File: src/rtl/cc_fstall_skid_pkg.sv
// Shared cache-pipeline constants for the fstall skid buffer.
// The depth limits bound how many post-stall beats a skid buffer may absorb.
package cc_fstall_skid_pkg;

  localparam int CC_WIDTH_DEFAULT      = 32;
  localparam int CC_SKID_DEPTH_MIN     = 1;
  localparam int CC_SKID_DEPTH_MAX     = 7;
  localparam int CC_SKID_DEPTH_DEFAULT = 2;

  // A single-entry buffer still needs a 1-bit pointer to keep port widths legal.
  function automatic int ccPtrWidth(input int depth);
    return (depth > 1) ? $clog2(depth) : 1;
  endfunction

endpackage

File: src/rtl/cc_fstall_skid_ram.sv
// Register-array storage for the skid buffer: one write port, one async read port.
// Contents are cleared only by rst; a pipeline flush leaves stale data in place.
module cc_skid_ram #(
  parameter int WIDTH = 32,
  parameter int DEPTH = 2,
  parameter int AW    = 1
) (
  input  logic             clk,
  input  logic             rst,
  input  logic             we_i,
  input  logic [AW-1:0]    waddr_i,
  input  logic [WIDTH-1:0] wdata_i,
  input  logic [AW-1:0]    raddr_i,
  output logic [WIDTH-1:0] rdata_o
);

  logic [WIDTH-1:0] mem_q [DEPTH];

  always_ff @(posedge clk) begin
    if (rst) begin
      for (int i = 0; i < DEPTH; i++) begin
        mem_q[i] <= '0;
      end
    end else if (we_i) begin
      mem_q[waddr_i] <= wdata_i;
    end
  end

  assign rdata_o = mem_q[raddr_i];

endmodule

File: src/rtl/cc_fstall_skid.sv
// Output register with a small FIFO that absorbs beats arriving while fstall is high.
// Buffered beats always drain before new input reaches the output, so order is preserved.
module cc_fstall_skid
  import cc_fstall_skid_pkg::*;
#(
  parameter int WIDTH = CC_WIDTH_DEFAULT,
  parameter int DEPTH = CC_SKID_DEPTH_DEFAULT,
  parameter int CW    = $clog2(DEPTH + 1)
) (
  input  logic             clk,
  input  logic             rst,
  input  logic             except,
  input  logic             fstall,
  input  logic             in_vld,
  input  logic [WIDTH-1:0] in_data,
  output logic             out_vld,
  output logic [WIDTH-1:0] out_data,
  output logic [CW-1:0]    count,
  output logic             overflow
);

  localparam int PW = ccPtrWidth(DEPTH);

  if (DEPTH < CC_SKID_DEPTH_MIN || DEPTH > CC_SKID_DEPTH_MAX) begin : g_depthCheck
    $error("cc_fstall_skid: DEPTH out of range");
  end

  logic             outVld_q, outVld_d;
  logic [WIDTH-1:0] outData_q, outData_d;
  logic [CW-1:0]    count_q, count_d;
  logic             overflow_q, overflow_d;
  logic [PW-1:0]    head_q, head_d;
  logic [PW-1:0]    tail_q, tail_d;
  logic             push, pop;
  logic             full, empty;
  logic [WIDTH-1:0] headData;

  assign full  = (count_q == CW'(DEPTH));
  assign empty = (count_q == '0);

  cc_skid_ram #(
    .WIDTH(WIDTH),
    .DEPTH(DEPTH),
    .AW   (PW)
  ) u_ram (
    .clk    (clk),
    .rst    (rst),
    .we_i   (push),
    .waddr_i(tail_q),
    .wdata_i(in_data),
    .raddr_i(head_q),
    .rdata_o(headData)
  );

  always_comb begin
    outVld_d   = outVld_q;
    outData_d  = outData_q;
    count_d    = count_q;
    overflow_d = overflow_q;
    head_d     = head_q;
    tail_d     = tail_q;
    push       = 1'b0;
    pop        = 1'b0;

    if (except) begin
      outVld_d   = 1'b0;
      count_d    = '0;
      overflow_d = 1'b0;
      head_d     = '0;
      tail_d     = '0;
    end else if (fstall) begin
      if (in_vld) begin
        if (full) overflow_d = 1'b1;
        else      push       = 1'b1;
      end
    end else if (!empty) begin
      // Draining frees a slot this cycle, so a push is always accepted here.
      pop       = 1'b1;
      outVld_d  = 1'b1;
      outData_d = headData;
      push      = in_vld;
    end else begin
      outVld_d = in_vld;
      if (in_vld) outData_d = in_data;
    end

    if (push) tail_d = (tail_q == PW'(DEPTH - 1)) ? '0 : tail_q + PW'(1);
    if (pop)  head_d = (head_q == PW'(DEPTH - 1)) ? '0 : head_q + PW'(1);
    if (push && !pop)      count_d = count_q + CW'(1);
    else if (pop && !push) count_d = count_q - CW'(1);
  end

  always_ff @(posedge clk) begin
    if (rst) begin
      outVld_q   <= 1'b0;
      outData_q  <= '0;
      count_q    <= '0;
      overflow_q <= 1'b0;
      head_q     <= '0;
      tail_q     <= '0;
    end else begin
      outVld_q   <= outVld_d;
      outData_q  <= outData_d;
      count_q    <= count_d;
      overflow_q <= overflow_d;
      head_q     <= head_d;
      tail_q     <= tail_d;
    end
  end

  assign out_vld  = outVld_q;
  assign out_data = outData_q;
  assign count    = count_q;
  assign overflow = overflow_q;

endmodule

File: config.mk
export PLATFORM = sky130hd
export DESIGN_NAME = cc_fstall_skid
export DESIGN_NICKNAME = d
export VERILOG_FILES = /design/src/rtl/cc_fstall_skid_pkg.sv /design/src/rtl/cc_fstall_skid_ram.sv /design/src/rtl/cc_fstall_skid.sv
export SDC_FILE = /design/constraint.sdc
export NUM_CORES = 1
export LEC_CHECK = 0
export ABC_AREA = 0
export CAP_MARGIN = 25
export CORE_MARGIN = 1.5
export CORE_UTILIZATION = 55
export CTS_CLUSTER_SIZE = 10
export DETAILED_ROUTE_END_ITERATION = 7
export GPL_TIMING_DRIVEN = 1
export PLACE_DENSITY = 0.88
export SKIP_LAST_GASP = 1
export SLEW_MARGIN = 30
export SYNTH_ARGS = -nofsm -noshare
export SYNTH_HDL_FRONTEND = slang
export SYNTH_SLANG_ARGS = --single-unit
File: constraint.sdc
create_clock -name clk -period 4 [get_ports clk]
set_clock_uncertainty 0.1 [all_clocks]
set_input_delay 0.8 -clock clk [delete_from_list [all_inputs] [get_ports clk]]
set_output_delay 0.8 -clock clk [all_outputs]
set_load 0.01 [all_outputs]
---- Word level (Yosys, flattened, before mapping) ----
Memory sizes are Yosys's and may differ from the RTL's. A register that Yosys moved wholly into a read port is not among the register bits.
Index checks and enable logic that the tools add are counted.
operators by class
  $add $sub $neg .......................... 4
  equal/unequal tests ..................... 2
  multiplexer cells ....................... 29
  bitwise gates (word level) .............. 2
  reductions and logical operators ........ 12
operator list
  kind                                              count
  two-way mux 32 bit                                3
  OR reduction 32 bit                               1
  two-way mux 1 bit                                 23
  two-way mux 2 bit                                 3
  AND reduction 3 bit                               2
  nonzero test 2 bit                                2
  nonzero test 3 bit                                1
  adder 1 bit, second input constant                2
  adder 2 x 1 -> 2 bit, second input constant       1
  equality test 2 bit, second input constant        1
  logical AND 1 bit                                 2
  zero test 1 bit                                   2
  zero test 2 bit                                   1
  inequality test 2 bit, second input constant      1
  inverter 1 bit                                    2
  OR reduction 2 bit                                1
  subtractor 2 x 1 -> 2 bit, second input constant  1
word-level totals
  bits in registers ....................... 38
  RAM bits ................................ 64
  output and inout bits ................... 36
  memories kept ........................... 1
memories
  memory       depth  bits a word  read ports  clocked after memory_dff  write ports  line                      text
  u_ram.mem_q  2      32           1           1                         2            cc_fstall_skid_ram.sv:17  logic [WIDTH-1:0] mem_q [DEPTH];

---- Depth between registers and ports, before layout ----
Gate-level depths: netlist of run 1.
  depth after elaboration ................. 10
  mapped depth ............................ 7
  mapped depth without buffers ............ 5

---- Modules after synthesis ----
Synthesis of run 1 repeated with hierarchy kept, for this count alone.
unflattened totals
  cell total of the unflattened synthesis .. 363
  area, all modules ....................... 4798.4 µm²
modules (own cells, without submodules)
  module          times used  cells each  area each (µm²)  seq. area each (µm²)
  cc_skid_ram     1           178         2816.5           1921.8
  cc_fstall_skid  1           185         1981.9           760.7

---- Least setup slack after synthesis of run 1 ----
OpenSTA, ideal clock, no wires.
  kind .................................... input-to-reg
  from .................................... in fstall
  to ...................................... mem u_ram.mem_q[0][0] (enable)
  library setup time ...................... 375 ps
  data arrival time ....................... 2068 ps
  setup slack ............................. 1457 ps
  stages on the path ...................... 4
  path buffers ............................ 1
  path through ............................ buf_6 > mux2_4 > nor4_4 > or2_2
RTL lines
  element          line                      text
  start, declared  cc_fstall_skid.sv:13      input logic fstall,
  end, declared    cc_fstall_skid_ram.sv:17

==> results.py, run 1 <==
metrics = {
    "timing": {
        "finalWorstSetupSlack_ns": 1.17,
        "final_hold_viol_count": 0,
        "drv_slew": 0,
        "setup_violations": 0,
        "fmax_mhz": 353,
        "rsz0062_at_grt": "no",
        "setup_tns_ns": 0,
        "worst_slew_pin_slew_ns": 0.748,
        "min_period_ns": 2.83,
        "slew_headroom_pct": 50.1,
        "finalCritPeriodShare_pct": 70.8,
    },
    "setup_path": {
        "worst_ep_arrival_time_ns": 2.75,
        "critPathKind": "in -> reg",
        "cp_max_fo": 32,
        "reg2reg_depth": 6,
        "start_kind": "input port",
        "crit_path_top_delay_cell": "clkdlybuf4s50_1",
        "critPathMaxStageDelay_ns": 0.74,
        "path_cells": "clkdlybuf4s50_1 > mux2_4 > nor4_4 > or2_2 > buf_4",
        "critPathRequiredTime_ns": 3.91,
        "worstSetupEndpointType": "register",
    },
    "synth": {
        "synth.yosys.seq_area_share_pct": 60.0,
        "synthesis.nets": 398,
        "synth.distinct_cells": 31,
        "async_reset_ff_share_pct": 0,
        "synth_warnings": 0,
        "syn_area_sq_um": 4510,
        "ys_ff_latch": 103,
        "synth_edf_count": 64,
        "ys.flop_type": "edfxtp_1",
        "synthCells": 359,
        "avgSynthCellArea_sq_um": 12.6,
    },
    "floorplan": {
        "die_area_sq_um": 8750,
        "pin_count": 73,
        "rows": 32,
        "core_sq_um": 7850,
        "chipHeight_um": 93.5,
        "start_util_pct": 57.4,
        "die_w_um": 93.5,
    },
    "finish": {
        "diodes": 0,
        "final_common_cell": "clkdlybuf4s50_1",
        "final_cell_mix": "clkdlybuf4s50_1, and2_1, edfxtp_1",
        "nets": 460,
        "area_growth_pct": 21.7,
        "drive_above_1_share_pct": 7.28,
    },
    "clock_network": {
        "cts.sinks": 103,
        "root_buffer": "clkbuf_8",
        "postCtsSetupBuffers": 0,
        "hold_buffers": 0,
        "clockBufferDepth": 2,
        "h-tree-depth": 3,
        "ctsResizeCount": 0,
        "cts_buffers": 9,
        "cts_tree": "yes",
        "clkLatencyLatePin_ns": 0.36,
        "clk_pin_slew_worst_paths_ns": 0.09,
    },
    "power": {
        "combPwrFrac_pct": 11.7,
        "seqPwrFrac_pct": 59.9,
        "peakVddDrop_mv": 0.213,
        "cell_internal_pwr_mw": 1.52,
        "swShare_pct": 23.7,
        "powerDensity_nw_per_um2": 364,
        "p_clk_share_pct": 28.3,
        "total_power_mw": 1.99,
        "switching_power_mw": 0.474,
        "power_leakage_nw": 2.04,
    },
    "run_status": {
        "outcome": "finished, final reports clean",
    },
    "drt": {
        "drc_errors": 0,
        "dr.pass1.iters": 4,
        "detail-route-antenna-nets": 0,
        "drt-total-wl_mm": 8.78,
        "vias_per_cell": 5.66,
        "avgRoutedWirePerCell_um": 16.6,
        "vias": 2987,
        "dr.first_iter.drc_count": 231,
    },
    "grt": {
        "antenna_found_initial": 0,
        "grt_overflow": 0,
        "grtUsageTotal_pct": 21.5,
        "grt_max_degree": 65,
        "grt_pass1_vias": 3039,
        "grt_pass1_wl_mm": 14.3,
    },
    "min_path": {
        "whs_path_depth": 1,
        "hold_class": "reg -> reg",
    },
    "flow_run": {
        "maxCapViolations": 0,
    },
    "placed_design": {
        "gp_congestion": 0.727,
        "pre_cts_ws_ns": 0.812,
        "hpwlAfterDp_mm": 5.39,
        "portBuffers": 72,
    },
}
logic make-up (layout without fill, tap and decap cells):
logic type      count (synthesis)  in the layout  share of synthesized area, %
compound gates                 71             71                          14.4
xor+xnor                        1              1                         0.194
fa+ha+maj                       2              2                         0.555
buf+inv                        32             99                          3.22
flops                         103            103                          60.0
mux                             2              2                         0.555
simple gates                  148            148                          21.2
stage by stage:
step                      hold slack (ns)  cells  area [sq um]  utilization, %
final                               0.373    528          5490            69.9
after global routing                0.387    528          5490            69.9
after CTS                           0.376    527          5460            69.5
after detailed placement            0.354    511          5290            67.5
after global placement              0.348    511          5290            67.4
after floorplan                     0.390    359          4510               -
cell type report:
type | instances | area [sq um]
fill | 551 | 2360
tap | 102 | 128
multi-input combinational | 224 | 1680
sequential | 103 | 2710
timing repair buffer | 79 | 793
clock inverter | 6 | 36.3
clock buffer | 10 | 128
inverter | 4 | 15.0
metal layers:
layer  GRT usage [%]  vias to the layer above  part of all wire, %
met4            10.6                        0                  1.8
li1                -                     1425                    -
met1            25.4                     1493                   43
met5               0                        -                    0
met2            38.0                       55                   52
met3            3.09                       14                  2.6
cell usage after synthesis, types with 2 or more instances:
cell,count,area [sq um]
buf_2,8,40.0
edfxtp_1,64,1920
a211o_1,32,280
dfxtp_1,39,781
inv_1,4,15.0
nand2b_1,34,213
ha_1,2,25.0
nor2b_1,25,156
a21oi_1,2,10.0
nor4_4,2,42.5
or2_2,2,12.5
a32o_1,32,320
and2_1,64,400
nor2_1,7,26.3
nor3_1,3,15.0
clkbuf_2,6,30.0
and2b_1,7,52.6
clkbuf_1,13,48.8
power by group through the flow:
stage	Clock (mW)	Combinational, mW	Sequential, mW
global route	0.609	0.254	1.20
global placement	0	0.222	1.22
floorplan	0	0.119	1.22
finish	0.565	0.234	1.20
CTS	0.574	0.231	1.20
detailed placement	0	0.230	1.22
worst max-delay path: cells and delay by family:
family / cells / cell delay (ns)
buffers and inverters: 2 / 1.14
and+or+nand+nor: 2 / 0.40
muxes: 1 / 0.38
sequential cells by signal (all words and copies together), names as in the netlist, named ones only:
register and count:
count 2, out_data 32, tail_q 1, overflow 1, u_ram.mem_q 64, out_vld 1
head_q 1
path summary, 6_finish.rpt:
kind | start | end | slack [ns]
max | fstall | u_ram.mem_q[1][18]$_SDFFCE_PN0P_ | 1.17
min | out_data[15]$_SDFFE_PP0P_ | out_data[15]$_SDFFE_PP0P_ | 0.37
max reg2reg | count[0]$_SDFFE_PP0P_ | u_ram.mem_q[1][18]$_SDFFCE_PN0P_ | 1.58
min reg2reg | out_data[15]$_SDFFE_PP0P_ | out_data[15]$_SDFFE_PP0P_ | 0.37
Note: power is estimated with default switching activity, not from simulation.
==> run 2: changes to the inputs <==
CORE_UTILIZATION = 53   (was 55)
PLACE_DENSITY = 0.85   (was 0.88)
clock period = 2.8 ns   (was 4 ns; I/O delays follow)
==> run 2 against run 1 <==
Compared with the run above:
- setup slack got worse by 0.53 ns
- clock power rose by 75%
- global-route usage decreased by 0.18 points
- combinational power is 48% higher
- register-to-register slack worse by 0.91 ns
- critical path type unchanged
==> results.py, run 2 (synthesis gave the netlist of run 1 again) <==
metrics = {
    "finish": {
        "nets": 466,
        "largest_reg_flops": 64,
        "final_common_cell": "clkdlybuf4s50_1",
        "postLayoutCoreUtil_pct": 68.1,
        "final_cell_mix": "clkdlybuf4s50_1, and2_1, edfxtp_1",
        "regMostFlops": "u_ram.mem_q",
        "area_growth_pct": 24.2,
        "drive_above_1_share_pct": 8.33,
        "diodes": 0,
    },
    "drt": {
        "drc_errors": 0,
        "avgRoutedWirePerCell_um": 16.9,
        "vias_per_cell": 5.64,
        "dr.first_iter.drc_count": 185,
        "vias": 3030,
        "drt-total-wl_mm": 9.06,
        "dr.pass1.iters": 4,
        "detail-route-antenna-nets": 0,
    },
    "grt": {
        "grt_max_degree": 47,
        "antenna_found_initial": 0,
        "grtUsageTotal_pct": 21.3,
        "grt_overflow": 0,
        "grt_pass1_wl_mm": 14.6,
        "grt_pass1_vias": 2986,
    },
    "timing": {
        "setup_violations": 0,
        "slew_headroom_pct": 74.0,
        "rsz0062_at_grt": "no",
        "min_period_ns": 2.16,
        "finalCritPeriodShare_pct": 77.2,
        "drv_slew": 0,
        "fmax_mhz": 463,
        "setup_tns_ns": 0,
        "worst_slew_pin_slew_ns": 0.390,
        "final_hold_viol_count": 0,
    },
    "clock_network": {
        "hold_buffers": 0,
        "cts.sinks": 103,
        "clk_pin_slew_worst_paths_ns": 0.10,
        "h-tree-depth": 3,
        "cts_tree": "yes",
        "ctsResizeCount": 0,
        "clkLatencyLatePin_ns": 0.36,
        "root_buffer": "clkbuf_8",
        "cts_buffers": 9,
        "clockBufferDepth": 2,
        "postCtsSetupBuffers": 0,
    },
    "floorplan": {
        "chipHeight_um": 95.2,
        "start_util_pct": 54.9,
        "die_area_sq_um": 9070,
        "die_w_um": 95.2,
        "rows": 33,
        "core_sq_um": 8220,
        "pin_count": 73,
    },
    "power": {
        "peakVddDrop_mv": 0.278,
        "swShare_pct": 22.3,
        "p_clk_share_pct": 32.6,
        "switching_power_mw": 0.680,
        "power_leakage_nw": 2.08,
        "combPwrFrac_pct": 11.4,
        "seqPwrFrac_pct": 56.1,
        "powerDensity_nw_per_um2": 543,
        "cell_internal_pwr_mw": 2.36,
    },
    "min_path": {
        "hold_class": "reg -> reg",
    },
    "placed_design": {
        "gp_congestion": 0.754,
        "portBuffers": 72,
        "hpwlAfterDp_mm": 5.85,
    },
    "setup_path": {
        "cp_max_fo": 26,
        "critPathRequiredTime_ns": 2.76,
        "worst_ep_arrival_time_ns": 2.13,
        "worstSetupEndpointType": "register",
        "start_kind": "input port",
        "critPathKind": "in -> reg",
    },
    "run_status": {
        "outcome": "finished, final reports clean",
    },
    "flow_run": {
        "maxCapViolations": 0,
    },
}
-- run 2: cell count changes in the layout (fill, tap and decap cells not counted), sizes merged --
cell      change
bufinv        +2
buf           +6
clkinvlp      +2
clkbuf        +1
inv           -1
clkinv        -4
-- run 2: cell type report --
type / count / area (sq um)
fillers: 577 / 2620
clock buffers: 11 / 131
inverters: 4 / 15.0
well taps: 105 / 131
flip-flops and latches: 103 / 2700
multi-input cells: 224 / 1680
clock inverters: 5 / 82.6
repair buffers: 85 / 856
-- run 2: path summary, 6_finish.rpt --
kind / slack, ns / cells after the start / endpoint / from
min reg2reg: 0.38 / 1 / out_data[16]$_SDFFE_PP0P_ / out_data[16]$_SDFFE_PP0P_
min: 0.38 / 1 / out_data[16]$_SDFFE_PP0P_ / out_data[16]$_SDFFE_PP0P_
max: 0.64 / 5 / u_ram.mem_q[1][2]$_SDFFCE_PN0P_ / fstall
max reg2reg: 0.67 / 7 / out_data[21]$_SDFFE_PP0P_ / count[0]$_SDFFE_PP0P_
-- run 2: critical path, stage by stage --
cell             delay, ns
clkdlybuf4s50_1       0.50
mux2_4                0.34
nor4_4                0.22
or2_2                 0.27
buf_12                0.22
-- run 2: stage by stage --
stage | cell area [sq um] | power [mW] | std cells | hold slack (ns) | setup WS, ns
floorplan | 4510 | 1.91 | 359 | 0.390 | 0.495
global placement | 5390 | 2.07 | 521 | 0.349 | 0.277
detailed placement | 5390 | 2.09 | 521 | 0.355 | 0.256
CTS | 5600 | 3.06 | 537 | 0.378 | 0.637
global route | 5600 | 3.15 | 537 | 0.392 | 0.497
finish | 5600 | 3.04 | 537 | 0.375 | 0.638
-- run 2: routing by layer --
| metal | GRT usage [%] | vias to the layer above | share of wire [%] |
|---|---|---|---|
| met2 | 36.8 | 86 | 52 |
| met5 | 0 | - | 0 |
| met1 | 26.7 | 1492 | 41 |
| met4 | 8.96 | 0 | 2.0 |
| met3 | 2.87 | 15 | 4.8 |
| li1 | - | 1437 | - |
-- run 2: power groups by stage --
stage / clock network, mW / logic, mW / registers (mW)
finish: 0.991 / 0.346 / 1.71
global route: 1.06 / 0.375 / 1.71
CTS: 1.00 / 0.348 / 1.71
detailed placement: 0 / 0.347 / 1.74
global placement: 0 / 0.336 / 1.74
floorplan: 0 / 0.171 / 1.74
==> run 3: changes to the inputs <==
CORE_UTILIZATION = 48   (was 53)
PLACE_DENSITY = 0.82   (was 0.85)
clock period = 1.9 ns   (was 2.8 ns; I/O delays follow)
==> run 3 against run 2 <==
Compared with the run above:
- global-route usage shrank 2.0 points
- hold slack got worse by 0.0068 ns
- critical path type unchanged
- count of clock-buffer cells in the layout fell by 1
- routed wire length up 4.3%
- flip-flop and latch count is the same
- design area rose by 3.4%
- largest cell class unchanged
- non-clock buffer count up 11
- first-iteration DRC count shrank 13%
==> results.py, run 3 (synthesis gave the netlist of run 1 again) <==
metrics = {
    "setup_path": {
        "start_kind": "input port",
        "critPathRequiredTime_ns": 1.86,
        "cp_max_fo": 24,
        "worst_ep_arrival_time_ns": 1.86,
        "critPathKind": "in -> reg",
        "worstSetupEndpointType": "register",
    },
    "finish": {
        "drive_above_1_share_pct": 12.0,
        "diodes": 0,
        "final_cell_mix": "clkdlybuf4s50_1, and2_1, edfxtp_1",
        "area_growth_pct": 28.5,
        "final_common_cell": "clkdlybuf4s50_1",
        "regMostFlops": "u_ram.mem_q",
        "nets": 477,
        "multi_input_area_sq_um": 1710,
        "largest_reg_flops": 64,
        "postLayoutCoreUtil_pct": 63.3,
        "layout.area.seq_sq_um": 2710,
        "fillers": 671,
    },
    "drt": {
        "met3_length_um": 544,
        "top_layer": "met4",
        "avgRoutedWirePerCell_um": 17.1,
        "vias_per_cell": 5.55,
        "wl_met1_mm": 3.84,
        "dr.first_iter.drc_count": 161,
        "detail-route-antenna-nets": 0,
        "drc_errors": 0,
        "wl_met2_mm": 4.97,
        "vias": 3072,
        "drt-total-wl_mm": 9.45,
        "dr.pass1.iters": 4,
    },
    "timing": {
        "setup_tns_ns": 0,
        "final_hold_viol_count": 0,
        "fmax_mhz": 528,
        "finalCritPeriodShare_pct": 99.6,
        "min_period_ns": 1.89,
        "worst_slew_pin_slew_ns": 0.384,
        "slew_headroom_pct": 74.4,
        "setup_violations": 0,
        "drv_slew": 0,
        "rsz0062_at_grt": "yes",
    },
    "floorplan": {
        "pin_count": 73,
        "chipHeight_um": 99.9,
        "start_util_pct": 49.2,
        "die_w_um": 99.9,
        "rows": 35,
        "core_sq_um": 9150,
        "die_area_sq_um": 9980,
    },
    "power": {
        "switching_power_mw": 1.07,
        "peakVddDrop_mv": 0.446,
        "cell_internal_pwr_mw": 3.40,
        "p_clk_share_pct": 31.1,
        "seqPwrFrac_pct": 56.3,
        "powerDensity_nw_per_um2": 770,
        "combPwrFrac_pct": 12.6,
        "total_power_mw": 4.46,
        "swShare_pct": 23.9,
        "power_leakage_nw": 2.21,
    },
    "clock_network": {
        "h-tree-depth": 3,
        "cts.sinks": 103,
        "cts_buffers": 9,
        "clkLatencyLatePin_ns": 0.36,
        "cts_tree": "yes",
        "root_buffer": "clkbuf_8",
        "clk_pin_slew_worst_paths_ns": 0.09,
        "clockBufferDepth": 2,
    },
    "grt": {
        "grt_pass1_vias": 3115,
        "grtUsageTotal_pct": 19.3,
        "grt_overflow": 0,
        "antenna_found_initial": 0,
        "grt_pass1_wl_mm": 14.8,
        "grt_max_degree": 65,
    },
    "min_path": {
        "hold_class": "reg -> reg",
    },
    "placed_design": {
        "hpwlAfterDp_mm": 6.07,
        "portBuffers": 72,
        "gp_congestion": 0.779,
    },
    "flow_run": {
        "maxCapViolations": 0,
    },
    "run_status": {
        "outcome": "finished, final reports clean",
    },
}
## run 3: metal layers
metal	vias up	global-route usage, %
met1	1512	22.6
met3	9	5.29
li1	1465	-
met2	86	33.1
met4	0	8.56
met5	-	0
## run 3: worst paths after layout
| kind | endpoint | cells past startpoint | start | slack [ns] |
|---|---|---|---|---|
| setup / recovery | u_ram.mem_q[0][5]$_SDFFCE_PN0P_ | 5 | except | 0.007 |
| hold / removal | out_data[6]$_SDFFE_PP0P_ | 1 | out_data[6]$_SDFFE_PP0P_ | 0.37 |
| hold reg to reg | out_data[6]$_SDFFE_PP0P_ | 1 | out_data[6]$_SDFFE_PP0P_ | 0.37 |
| setup reg to reg | u_ram.mem_q[1][21]$_SDFFCE_PN0P_ | 6 | count[1]$_SDFFE_PP0P_ | 0.007 |
## run 3: repair_timing
item / in CTS / in global routing
resized for setup: 1 / 8
pin swaps: 2 / 1
endpoints found under the setup margin: 64 / 107
setup buffers: 1 / 0
hold buffers: 0 / 0
cloned: 1 / 0
## run 3: power groups by stage
stage	Combinational (mW)	Sequential [mW]	Clock (mW)
after floorplan	0.257	2.57	0
after global routing	0.605	2.52	1.49
final	0.561	2.51	1.39
after detailed placement	0.548	2.56	0
after CTS	0.561	2.51	1.40
after global placement	0.531	2.56	0
## run 3: final cells by class
class                           instances  area share [%]
Clock buffer                           10            2.20
Clock inverter                          6            1.19
Inverter                                4           0.303
Multi-Input combinational cell        224            29.5
Sequential cell                       103            46.8
Tap cell                              111            2.40
Timing Repair Buffer                   96            17.6
## run 3: critical path, stage by stage
cell             delay, ns
clkdlybuf4s50_1       0.43
or2_0                 0.35
nor4_4                0.31
or2_4                 0.20
buf_12                0.18
## run 3: stage by stage
step	worst slack [ns]	cell area [sq um]	hold slack, ns	instances
5_1_grt	-0.0507	5790	0.385	554
6_report	0.00701	5790	0.368	554
3_3_place_gp	-0.357	5530	0.348	536
3_5_place_dp	-0.376	5530	0.353	536
2_1_floorplan	-0.156	4540	0.390	359
4_1_cts	-0.0127	5760	0.374	554
